<file path="src/rtl/fpu_pkg.sv">
// fpu_pkg: shared encodings, exception masks and helpers for the single-precision FP unit.
//   - COP1 opcode / fmt / funct encodings as decoded from the instruction word
//   - exception bit indices and the masks built from them
//   - fp32_t unpack view, classification helpers and the common round/pack step
package fpu_pkg;

    localparam logic [5:0] OP_COP1    = 6'b010001;

    localparam logic [4:0] FMT_ARITH  = 5'b10000;
    localparam logic [4:0] FMT_MFC1   = 5'b00000;
    localparam logic [4:0] FMT_MTC1   = 5'b00100;

    localparam logic [5:0] FUNCT_ADD  = 6'h00;
    localparam logic [5:0] FUNCT_SUB  = 6'h01;
    localparam logic [5:0] FUNCT_MUL  = 6'h02;
    localparam logic [5:0] FUNCT_ABS  = 6'h05;
    localparam logic [5:0] FUNCT_MOV  = 6'h06;
    localparam logic [5:0] FUNCT_NEG  = 6'h07;

    localparam int EXC_INVALID   = 0;
    localparam int EXC_OVERFLOW  = 1;
    localparam int EXC_UNDERFLOW = 2;
    localparam int EXC_INEXACT   = 3;

    localparam logic [3:0] EXC_NONE        = 4'b0000;
    localparam logic [3:0] EXC_M_INVALID   = 4'(1 << EXC_INVALID);
    localparam logic [3:0] EXC_M_OVERFLOW  = 4'(1 << EXC_OVERFLOW);
    localparam logic [3:0] EXC_M_UNDERFLOW = 4'(1 << EXC_UNDERFLOW);
    localparam logic [3:0] EXC_M_INEXACT   = 4'(1 << EXC_INEXACT);

    localparam logic [31:0] CANON_NAN = 32'h7FC0_0000;

    typedef struct packed {
        logic        sign;
        logic [7:0]  exp;
        logic [22:0] frac;
    } fp32_t;

    // Value plus exception flags produced by one arithmetic path.
    typedef struct packed {
        logic [31:0] value;
        logic [3:0]  exc;
    } fp_res_t;

    function automatic logic is_nan(input fp32_t x);
        return (x.exp == 8'hFF) && (x.frac != 23'd0);
    endfunction

    function automatic logic is_inf(input fp32_t x);
        return (x.exp == 8'hFF) && (x.frac == 23'd0);
    endfunction

    // Zero after denormal flush: any exponent-0 encoding counts as zero.
    function automatic logic is_ftz_zero(input fp32_t x);
        return x.exp == 8'h00;
    endfunction

    // Leading-zero count of a 27-bit vector; 27 when the vector is zero.
    function automatic logic [4:0] lzc27(input logic [26:0] v);
        logic [4:0] n;
        n = 5'd27;
        for (int i = 0; i < 27; i++) begin
            if (v[i]) n = 5'(26 - i);
        end
        return n;
    endfunction

    // Round-to-nearest-even of a normalized 1.xxx mantissa with guard/round/sticky,
    // then range check. exp_in is the biased exponent before rounding.
    function automatic fp_res_t round_pack(input logic               sign,
                                           input logic signed [9:0]  exp_in,
                                           input logic [23:0]        man,
                                           input logic               g,
                                           input logic               r,
                                           input logic               s);
        fp_res_t           res;
        logic [24:0]       rnd;
        logic signed [9:0] e;
        logic              inexact;
        inexact = g | r | s;
        rnd     = {1'b0, man} + {24'b0, g & (r | s | man[0])};
        // A carry out of the mantissa (1.111..1 + ulp) renormalizes to 1.000 with exp+1.
        e       = exp_in + (rnd[24] ? 10'sd1 : 10'sd0);
        if (e >= 10'sd255) begin
            res.value = {sign, 8'hFF, 23'd0};
            res.exc   = EXC_M_OVERFLOW | EXC_M_INEXACT;
        end else if (e <= 10'sd0) begin
            res.value = {sign, 31'd0};
            res.exc   = EXC_M_UNDERFLOW | EXC_M_INEXACT;
        end else begin
            res.value = {sign, e[7:0], (rnd[24] ? rnd[23:1] : rnd[22:0])};
            res.exc   = inexact ? EXC_M_INEXACT : EXC_NONE;
        end
        return res;
    endfunction

endpackage

</file>
<file path="src/rtl/fpu_unit_addsub.sv">
// fp_addsub: combinational single-precision add/subtract.
//   a, b       in  32  operands (denormals flushed to signed zero)
//   sub        in  1   1 = a - b (implemented as a + (-b))
//   result     out 32  rounded IEEE-754 single result
//   exception  out 4   [0] invalid, [1] overflow, [2] underflow, [3] inexact
module fp_addsub
    import fpu_pkg::*;
(
    input  logic [31:0] a,
    input  logic [31:0] b,
    input  logic        sub,
    output logic [31:0] result,
    output logic [3:0]  exception
);

    fp32_t             ua, ub;
    logic              sb_eff;
    logic              a_zero, b_zero;
    logic [23:0]       man_a, man_b;
    logic              swap;
    logic              sign_big;
    logic              eff_sub;
    logic [7:0]        exp_big, exp_small;
    logic [23:0]       man_big, man_small;
    logic [7:0]        shamt;
    logic [26:0]       ext_small;
    logic [26:0]       aligned;
    logic [27:0]       sum;
    logic [26:0]       norm;
    logic signed [9:0] exp_norm;
    logic [4:0]        lz;
    fp_res_t           rounded;

    assign ua     = a;
    assign ub     = b;
    assign sb_eff = ub.sign ^ sub;
    assign a_zero = is_ftz_zero(ua);
    assign b_zero = is_ftz_zero(ub);
    assign man_a  = a_zero ? 24'd0 : {1'b1, ua.frac};
    assign man_b  = b_zero ? 24'd0 : {1'b1, ub.frac};

    // Order operands by magnitude so the subtraction below never goes negative.
    assign swap      = {ub.exp, man_b} > {ua.exp, man_a};
    assign exp_big   = swap ? ub.exp : ua.exp;
    assign exp_small = swap ? ua.exp : ub.exp;
    assign man_big   = swap ? man_b  : man_a;
    assign man_small = swap ? man_a  : man_b;
    assign sign_big  = swap ? sb_eff : ua.sign;
    assign eff_sub   = ua.sign ^ sb_eff;
    assign shamt     = exp_big - exp_small;
    assign ext_small = {man_small, 3'b000};

    // Align: bits shifted past the round position collapse into the sticky bit (bit 0).
    always_comb begin
        // NOTE: every always_comb output gets a default first so no path infers a latch.
        aligned = '0;
        if (shamt >= 8'd27) begin
            aligned = {26'd0, |ext_small};
        end else begin
            aligned = (ext_small >> shamt)
                    | {26'd0, |(ext_small & ~({27{1'b1}} << shamt))};
        end
    end

    assign sum = eff_sub ? ({1'b0, man_big, 3'b000} - {1'b0, aligned})
                         : ({1'b0, man_big, 3'b000} + {1'b0, aligned});

    always_comb begin
        lz       = lzc27(sum[26:0]);
        norm     = sum[26:0] << lz;
        exp_norm = signed'({2'b00, exp_big}) - signed'({5'd0, lz});
        if (sum[27]) begin
            lz       = 5'd0;
            norm     = {sum[27:2], sum[1] | sum[0]};
            exp_norm = signed'({2'b00, exp_big}) + 10'sd1;
        end
    end

    assign rounded = round_pack(sign_big, exp_norm, norm[26:3], norm[2], norm[1], norm[0]);

    always_comb begin
        result    = rounded.value;
        exception = rounded.exc;
        if (is_nan(ua) || is_nan(ub)) begin
            result    = CANON_NAN;
            exception = EXC_M_INVALID;
        end else if (is_inf(ua) && is_inf(ub) && (ua.sign != sb_eff)) begin
            result    = CANON_NAN;
            exception = EXC_M_INVALID;
        end else if (is_inf(ua)) begin
            result    = {ua.sign, 8'hFF, 23'd0};
            exception = EXC_NONE;
        end else if (is_inf(ub)) begin
            result    = {sb_eff, 8'hFF, 23'd0};
            exception = EXC_NONE;
        end else if (a_zero && b_zero) begin
            // Only (-0) + (-0) keeps the negative sign.
            result    = {ua.sign & sb_eff, 31'd0};
            exception = EXC_NONE;
        end else if (sum == 28'd0) begin
            result    = 32'd0;
            exception = EXC_NONE;
        end
    end

endmodule

</file>
<file path="src/rtl/fpu_unit.sv">
// fpu_unit: registered single-precision FP execution unit, one-cycle latency.
//   clk, rstn          clock (rising edge), asynchronous active-low reset
//   in_valid           capture operands/op on this edge
//   opcode, fmt, funct instruction fields selecting mtc1/mfc1/arith op
//   a, b               fs / ft operands (b carries the integer register for mtc1)
//   cmp_a, cmp_b       compare operands for eq / lt
//   out_valid          result/flags valid (one cycle after in_valid)
//   result, exception  IEEE-754 result and {inexact, underflow, overflow, invalid}
//   eq, lt             cmp_a == cmp_b, cmp_a < cmp_b (registered for every op)
module fpu_unit
    import fpu_pkg::*;
(
    input  logic        clk,
    input  logic        rstn,
    input  logic        in_valid,
    input  logic [5:0]  opcode,
    input  logic [4:0]  fmt,
    input  logic [5:0]  funct,
    input  logic [31:0] a,
    input  logic [31:0] b,
    input  logic [31:0] cmp_a,
    input  logic [31:0] cmp_b,
    output logic        out_valid,
    output logic [31:0] result,
    output logic [3:0]  exception,
    output logic        eq,
    output logic        lt
);

    // ---------------- add / sub ----------------
    logic [31:0] addsub_result;
    logic [3:0]  addsub_exc;

    fp_addsub u_addsub (
        .a         (a),
        .b         (b),
        .sub       (funct == FUNCT_SUB),
        .result    (addsub_result),
        .exception (addsub_exc)
    );

    // ---------------- multiply ----------------
    fp32_t             ua, ub;
    logic              mul_sign;
    logic              a_zero, b_zero;
    logic [47:0]       prod;
    logic signed [9:0] mul_exp;
    fp_res_t           mul_rounded;
    logic [31:0]       mul_result;
    logic [3:0]        mul_exc;

    assign ua       = a;
    assign ub       = b;
    assign mul_sign = ua.sign ^ ub.sign;
    assign a_zero   = is_ftz_zero(ua);
    assign b_zero   = is_ftz_zero(ub);
    assign prod     = {24'd0, 1'b1, ua.frac} * {24'd0, 1'b1, ub.frac};
    assign mul_exp  = signed'({2'b00, ua.exp}) + signed'({2'b00, ub.exp}) - 10'sd127;

    // Product of two 1.xxx mantissas lies in [1,4); bit 47 selects the normalization.
    always_comb begin
        if (prod[47]) begin
            mul_rounded = round_pack(mul_sign, mul_exp + 10'sd1, prod[47:24],
                                     prod[23], prod[22], |prod[21:0]);
        end else begin
            mul_rounded = round_pack(mul_sign, mul_exp, prod[46:23],
                                     prod[22], prod[21], |prod[20:0]);
        end
    end

    always_comb begin
        mul_result = mul_rounded.value;
        mul_exc    = mul_rounded.exc;
        if (is_nan(ua) || is_nan(ub) ||
            (is_inf(ua) && b_zero) || (is_inf(ub) && a_zero)) begin
            mul_result = CANON_NAN;
            mul_exc    = EXC_M_INVALID;
        end else if (is_inf(ua) || is_inf(ub)) begin
            mul_result = {mul_sign, 8'hFF, 23'd0};
            mul_exc    = EXC_NONE;
        end else if (a_zero || b_zero) begin
            mul_result = {mul_sign, 31'd0};
            mul_exc    = EXC_NONE;
        end
    end

    // ---------------- decode / result select ----------------
    logic [31:0] nxt_result;
    logic [3:0]  nxt_exc;

    always_comb begin
        nxt_result = 32'd0;
        nxt_exc    = EXC_M_INVALID;
        if (opcode == OP_COP1) begin
            case (fmt)
                FMT_MTC1: begin
                    nxt_result = b;
                    nxt_exc    = EXC_NONE;
                end
                FMT_MFC1: begin
                    nxt_result = a;
                    nxt_exc    = EXC_NONE;
                end
                FMT_ARITH: begin
                    case (funct)
                        FUNCT_ADD, FUNCT_SUB: begin
                            nxt_result = addsub_result;
                            nxt_exc    = addsub_exc;
                        end
                        FUNCT_MUL: begin
                            nxt_result = mul_result;
                            nxt_exc    = mul_exc;
                        end
                        // Sign-bit moves are pure bit operations, even on NaN.
                        FUNCT_ABS: begin
                            nxt_result = {1'b0, a[30:0]};
                            nxt_exc    = EXC_NONE;
                        end
                        FUNCT_MOV: begin
                            nxt_result = a;
                            nxt_exc    = EXC_NONE;
                        end
                        FUNCT_NEG: begin
                            nxt_result = {~a[31], a[30:0]};
                            nxt_exc    = EXC_NONE;
                        end
                        default: ;
                    endcase
                end
                default: ;
            endcase
        end
    end

    // ---------------- compare ----------------
    fp32_t cx, cy;
    logic  cmp_nan;
    logic  both_zero;
    logic  nxt_eq, nxt_lt;

    assign cx        = cmp_a;
    assign cy        = cmp_b;
    assign cmp_nan   = is_nan(cx) || is_nan(cy);
    assign both_zero = (cmp_a[30:0] == 31'd0) && (cmp_b[30:0] == 31'd0);
    assign nxt_eq    = !cmp_nan && ((cmp_a == cmp_b) || both_zero);

    always_comb begin
        nxt_lt = 1'b0;
        if (!cmp_nan && !both_zero) begin
            if (cx.sign != cy.sign) nxt_lt = cx.sign;
            else if (!cx.sign)      nxt_lt = cmp_a[30:0] < cmp_b[30:0];
            else                    nxt_lt = cmp_a[30:0] > cmp_b[30:0];
        end
    end

    // ---------------- output registers ----------------
    always_ff @(posedge clk or negedge rstn) begin
        // NOTE: state registers use non-blocking assignments so all outputs update together.
        if (!rstn) begin
            out_valid <= 1'b0;
            result    <= 32'd0;
            exception <= 4'd0;
            eq        <= 1'b0;
            lt        <= 1'b0;
        end else if (in_valid) begin
            out_valid <= 1'b1;
            result    <= nxt_result;
            exception <= nxt_exc;
            eq        <= nxt_eq;
            lt        <= nxt_lt;
        end else begin
            out_valid <= 1'b0;
        end
    end

endmodule

</file>
<file path="config.mk">
export PLATFORM = sky130hd
export DESIGN_NAME = fpu_unit
export DESIGN_NICKNAME = d
export VERILOG_FILES = /design/src/rtl/fpu_pkg.sv /design/src/rtl/fpu_unit_addsub.sv /design/src/rtl/fpu_unit.sv
export SDC_FILE = /design/constraint.sdc
export NUM_CORES = 2
export LEC_CHECK = 0
export ABC_AREA = 1
export CAP_MARGIN = 20
export CELL_PAD_IN_SITES_DETAIL_PLACEMENT = 0
export CELL_PAD_IN_SITES_GLOBAL_PLACEMENT = 1
export CORE_MARGIN = 2
export CORE_UTILIZATION = 46
export DETAILED_ROUTE_END_ITERATION = 8
export GPL_TIMING_DRIVEN = 0
export PLACE_DENSITY = 0.87
export SKIP_LAST_GASP = 1
export SLEW_MARGIN = 30
export SYNTH_ARGS = -nofsm -noshare
export SYNTH_HDL_FRONTEND = slang
export SYNTH_SLANG_ARGS = --single-unit
</file>
<file path="constraint.sdc">
create_clock -name clk -period 1.2 [get_ports clk]
set_clock_uncertainty 0.15 [all_clocks]
set_input_delay 0.24 -clock clk [delete_from_list [all_inputs] [get_ports clk]]
set_output_delay 0.24 -clock clk [all_outputs]
set_load 0.02 [all_outputs]
</file>
==> impl_metrics.json <==
{
  "status": "finished with violations",
  "violations": "negative setup slack",
  "first_pass_iters": 6,
  "ys_ff_latch": 39,
  "cts.sinks": 39,
  "cap_violations": 0,
  "yosys_warnings": 0,
  "syn_inst": 5322,
  "synth_seq_area_share_pct": 2.78,
  "crit_arrival_ns": 11.74,
  "power.leakage_uw": 0.0248,
  "cts-root-buf": "clkbuf_16",
  "hold_path.startpoint": "a[30]",
  "worstMarginPinSlew_ns": 1.07,
  "hold_depth": 3,
  "max_stage_delay_ns": 0.61,
  "clock_path_buffers": 2,
  "hold_path_end": "result[30]",
  "grt_use_total_pct": 36.7,
  "cp_max_fo": 10,
  "endpoint_kind": "flop",
  "hold_viol": 0,
  "pin_count": 187,
  "dp_slack_ns": -13.46,
  "use_met2_pct": 58.3,
  "power_density_nw_per_um2": 2980,
  "relSlewSlack_pct": 28.1,
  "worst_r2r_endpoint": "result[8]",
  "grt_overflow": 0,
  "r2r-start": "result[8]",
  "antenna_found_initial": 4,
  "drt_iter0_drc": 3975,
  "row_count": 101,
  "die_w_um": 280,
  "final_nets": 6763,
  "rsz0062_at_grt": "yes",
  "clk_pin_slew_ns": 0.07,
  "cpMaxStageDelayCell": "xor2_1",
  "routedWlPerCell_um": 21.6,
  "worst_slack_ns": -10.46,
  "syn_avg_cell_area_um2": 6.60,
  "synthesis.nets": 6277,
  "die-area_um2": 78600,
  "crit_type": "input port to flop",
  "synth_edf_count": 0,
  "synthArstFlopShare_pct": 100,
  "ant_nets": 0,
  "worst_ep_required_time_ns": 1.28,
  "peakVddDrop_mv": 4.94,
  "use_met1_pct": 47.3,
  "synth_cell_type_count": 76,
  "reg2reg_setup_slack_ns": 0.05,
  "grt_pass1_vias": 37700,
  "syn_area_um2": 35100,
  "layout_min_cycle_time_ns": 11.66,
  "vias_per_cell": 5.67,
  "crit_path_start": "a[29]",
  "slew_viol_final": 0,
  "ff2ff_path_depth": 3,
  "cts_buffers": 5,
  "finalSetupViolations": 76,
  "cp-start-kind": "input port",
  "layout-drive-gt1-share_pct": 20.8,
  "p_total_uw": 136000,
  "drc_errors": 0,
  "cts_tree": "yes",
  "start_util_pct": 46.4,
  "routed_wl_mm": 147,
  "areaGrowthSynthToFinish_pct": 29.7,
  "crit_top_cell": "nand2_1",
  "gp_congestion": 0.980,
  "die_height_um": 280,
  "hpwl_mm": 115,
  "use_met3_pct": 9.44,
  "grt-busiest-layer": "met2",
  "grt_pass1_wl_mm": 221,
  "vias": 38500,
  "portBuffers": 184,
  "grt_max_degree": 27,
  "coreArea_um2": 75700,
  "clkLatencyLatePin_ns": 0.29,
  "hold_class": "input port to flop",
  "min_period_over_period_pct": 972,
  "h-tree-depth": 2,
  "max_freq_mhz": 85.8,
  "ys.flop_type": "dfrtp_1",
  "postLayoutCoreUtil_pct": 60.2
}
cells in the final DEF, fill, tap and decap left out, types with 32 or more instances in the layout:
cell type / netlist / final
fa_1: 485 / 480
dlymetal6s2s_1: 0 / 58
nor2_4: 10 / 35
nor2_1: 306 / 259
o21ai_0: 147 / 109
nand3_2: 15 / 51
nand3_1: 402 / 345
xor2_1: 96 / 78
a22oi_1: 42 / 39
nor2_2: 10 / 32
clkbuf_1: 141 / 32
a21oi_1: 177 / 148
buf_6: 19 / 80
inv_2: 18 / 70
inv_1: 1176 / 1103
o21ai_1: 26 / 34
nand4_1: 84 / 84
nor3_1: 47 / 34
nand2_1: 1382 / 1261
buf_4: 22 / 274
ha_4: 0 / 56
o22ai_1: 53 / 40
nand2_2: 28 / 100
ha_1: 322 / 263
nand2_4: 10 / 47
clkbuf_8: 3 / 45
kinds of logic (layout without fill, tap and decap cells):
kind of cell | count (synthesis) | count (layout) | share of synthesized area, %
flip-flops | 39 | 39 | 2.78
adder cells (fa/ha/maj) | 807 | 807 | 39.1
other | 0 | 5 | 0
multiplexers | 1 | 1 | 0.0285
AO/OA/AOI/OAI | 564 | 565 | 9.55
buffers and inverters | 1418 | 1904 | 16.2
AND/OR/NAND/NOR | 2363 | 2363 | 29.1
XOR/XNOR | 130 | 130 | 3.26
what timing repair did:
item                                    4_1_cts  5_1_grt
endpoints found under the setup margin       77       77
hold buffers                                  1        0
gates resized for setup                     853      606
hold endpoints to repair                     13        0
pin swaps                                   224      193
gates cloned                                  6        4
buffers inserted                            213       72
synth_stat cells (12+ instances only):
master | count | share of area (%)
a21o_1 | 14 | 0.30
a21oi_1 | 177 | 2.5
a22oi_1 | 42 | 0.90
a31oi_1 | 13 | 0.23
buf_2 | 13 | 0.19
buf_4 | 22 | 0.47
buf_6 | 19 | 0.61
clkbuf_1 | 141 | 1.5
dfrtp_1 | 39 | 2.8
fa_1 | 485 | 28
ha_1 | 322 | 11
inv_1 | 1176 | 13
inv_2 | 18 | 0.19
nand2_1 | 1382 | 15
nand2_2 | 28 | 0.50
nand3_1 | 402 | 5.7
nand3_2 | 15 | 0.43
nand4_1 | 84 | 1.5
nor2_1 | 306 | 3.3
nor3_1 | 47 | 0.67
nor4_1 | 42 | 0.75
o211ai_1 | 12 | 0.26
o21ai_0 | 147 | 2.1
o21ai_1 | 26 | 0.37
o21bai_1 | 16 | 0.34
o22ai_1 | 53 | 0.94
o31ai_1 | 14 | 0.30
xnor2_1 | 33 | 0.82
xor2_1 | 96 | 2.4
layer usage:
| metal | up-vias | part of all wire (%) |
|---|---|---|
| li1 | 17400 | - |
| met1 | 18500 | 40 |
| met2 | 2133 | 44 |
| met3 | 422 | 11 |
| met4 | 4 | 5.2 |
| met5 | - | 0.018 |
through the flow:
step           instances  hold WS [ns]  TNS [ns]  cell area [um^2]
2_1_floorplan       5322        -0.206   -325.04             35600
3_3_place_gp        6484         0.316   -521.07             38700
3_5_place_dp        6485        0.0287   -468.89             38700
4_1_cts             6712         0.211   -365.44             43300
5_1_grt             6788         0.151   -386.62             45500
6_report            6792         0.131   -365.04             45500
worst max path at each step:
| stage | to | slack (ns) |
|---|---|---|
| 2_1_floorplan | result[10] | -9.42 |
| 3_3_place_gp | result[8] | -13.32 |
| 3_5_place_dp | result[2] | -13.46 |
| 4_1_cts | result[10] | -9.88 |
| 5_1_grt | result[0] | -11.06 |
| 6_report | result[8] | -10.46 |
sequential cells by signal, summed over array words and instances, names as in the netlist:
signal,count
result,32
exception,4
eq,1
lt,1
out_valid,1
power breakdown:
group,internal (uW),total [uW],switching (uW),leakage [uW]
clock,772,1380,607,0.0000679
sequential,1320,1330,5.72,0.000516
combinational,53200,133000,79800,0.0242
total,55300,136000,80500,0.0248
area by class of cell:
class / instances / area, um^2
antenna: 5 / 12.5
buffer: 214 / 2290
clock buffer: 7 / 133
clock inverter: 1 / 5.00
fill: 6978 / 30100
inverter: 1202 / 4620
multi-input combinational: 3866 / 31700
sequential: 39 / 991
tap: 978 / 1220
timing repair buffer: 479 / 4590
timing repair inverter: 1 / 8.76
worst max-delay path: cells and delay by family:
kind	cells	cell delay [ns]
AND/OR/NAND/NOR	58	5.99
AO/OA/AOI/OAI	8	1.65
buffers and inverters	19	2.16
adder cells (fa/ha/maj)	5	1.04
XOR/XNOR	1	0.61
Note: power is estimated with default switching activity, not from simulation.
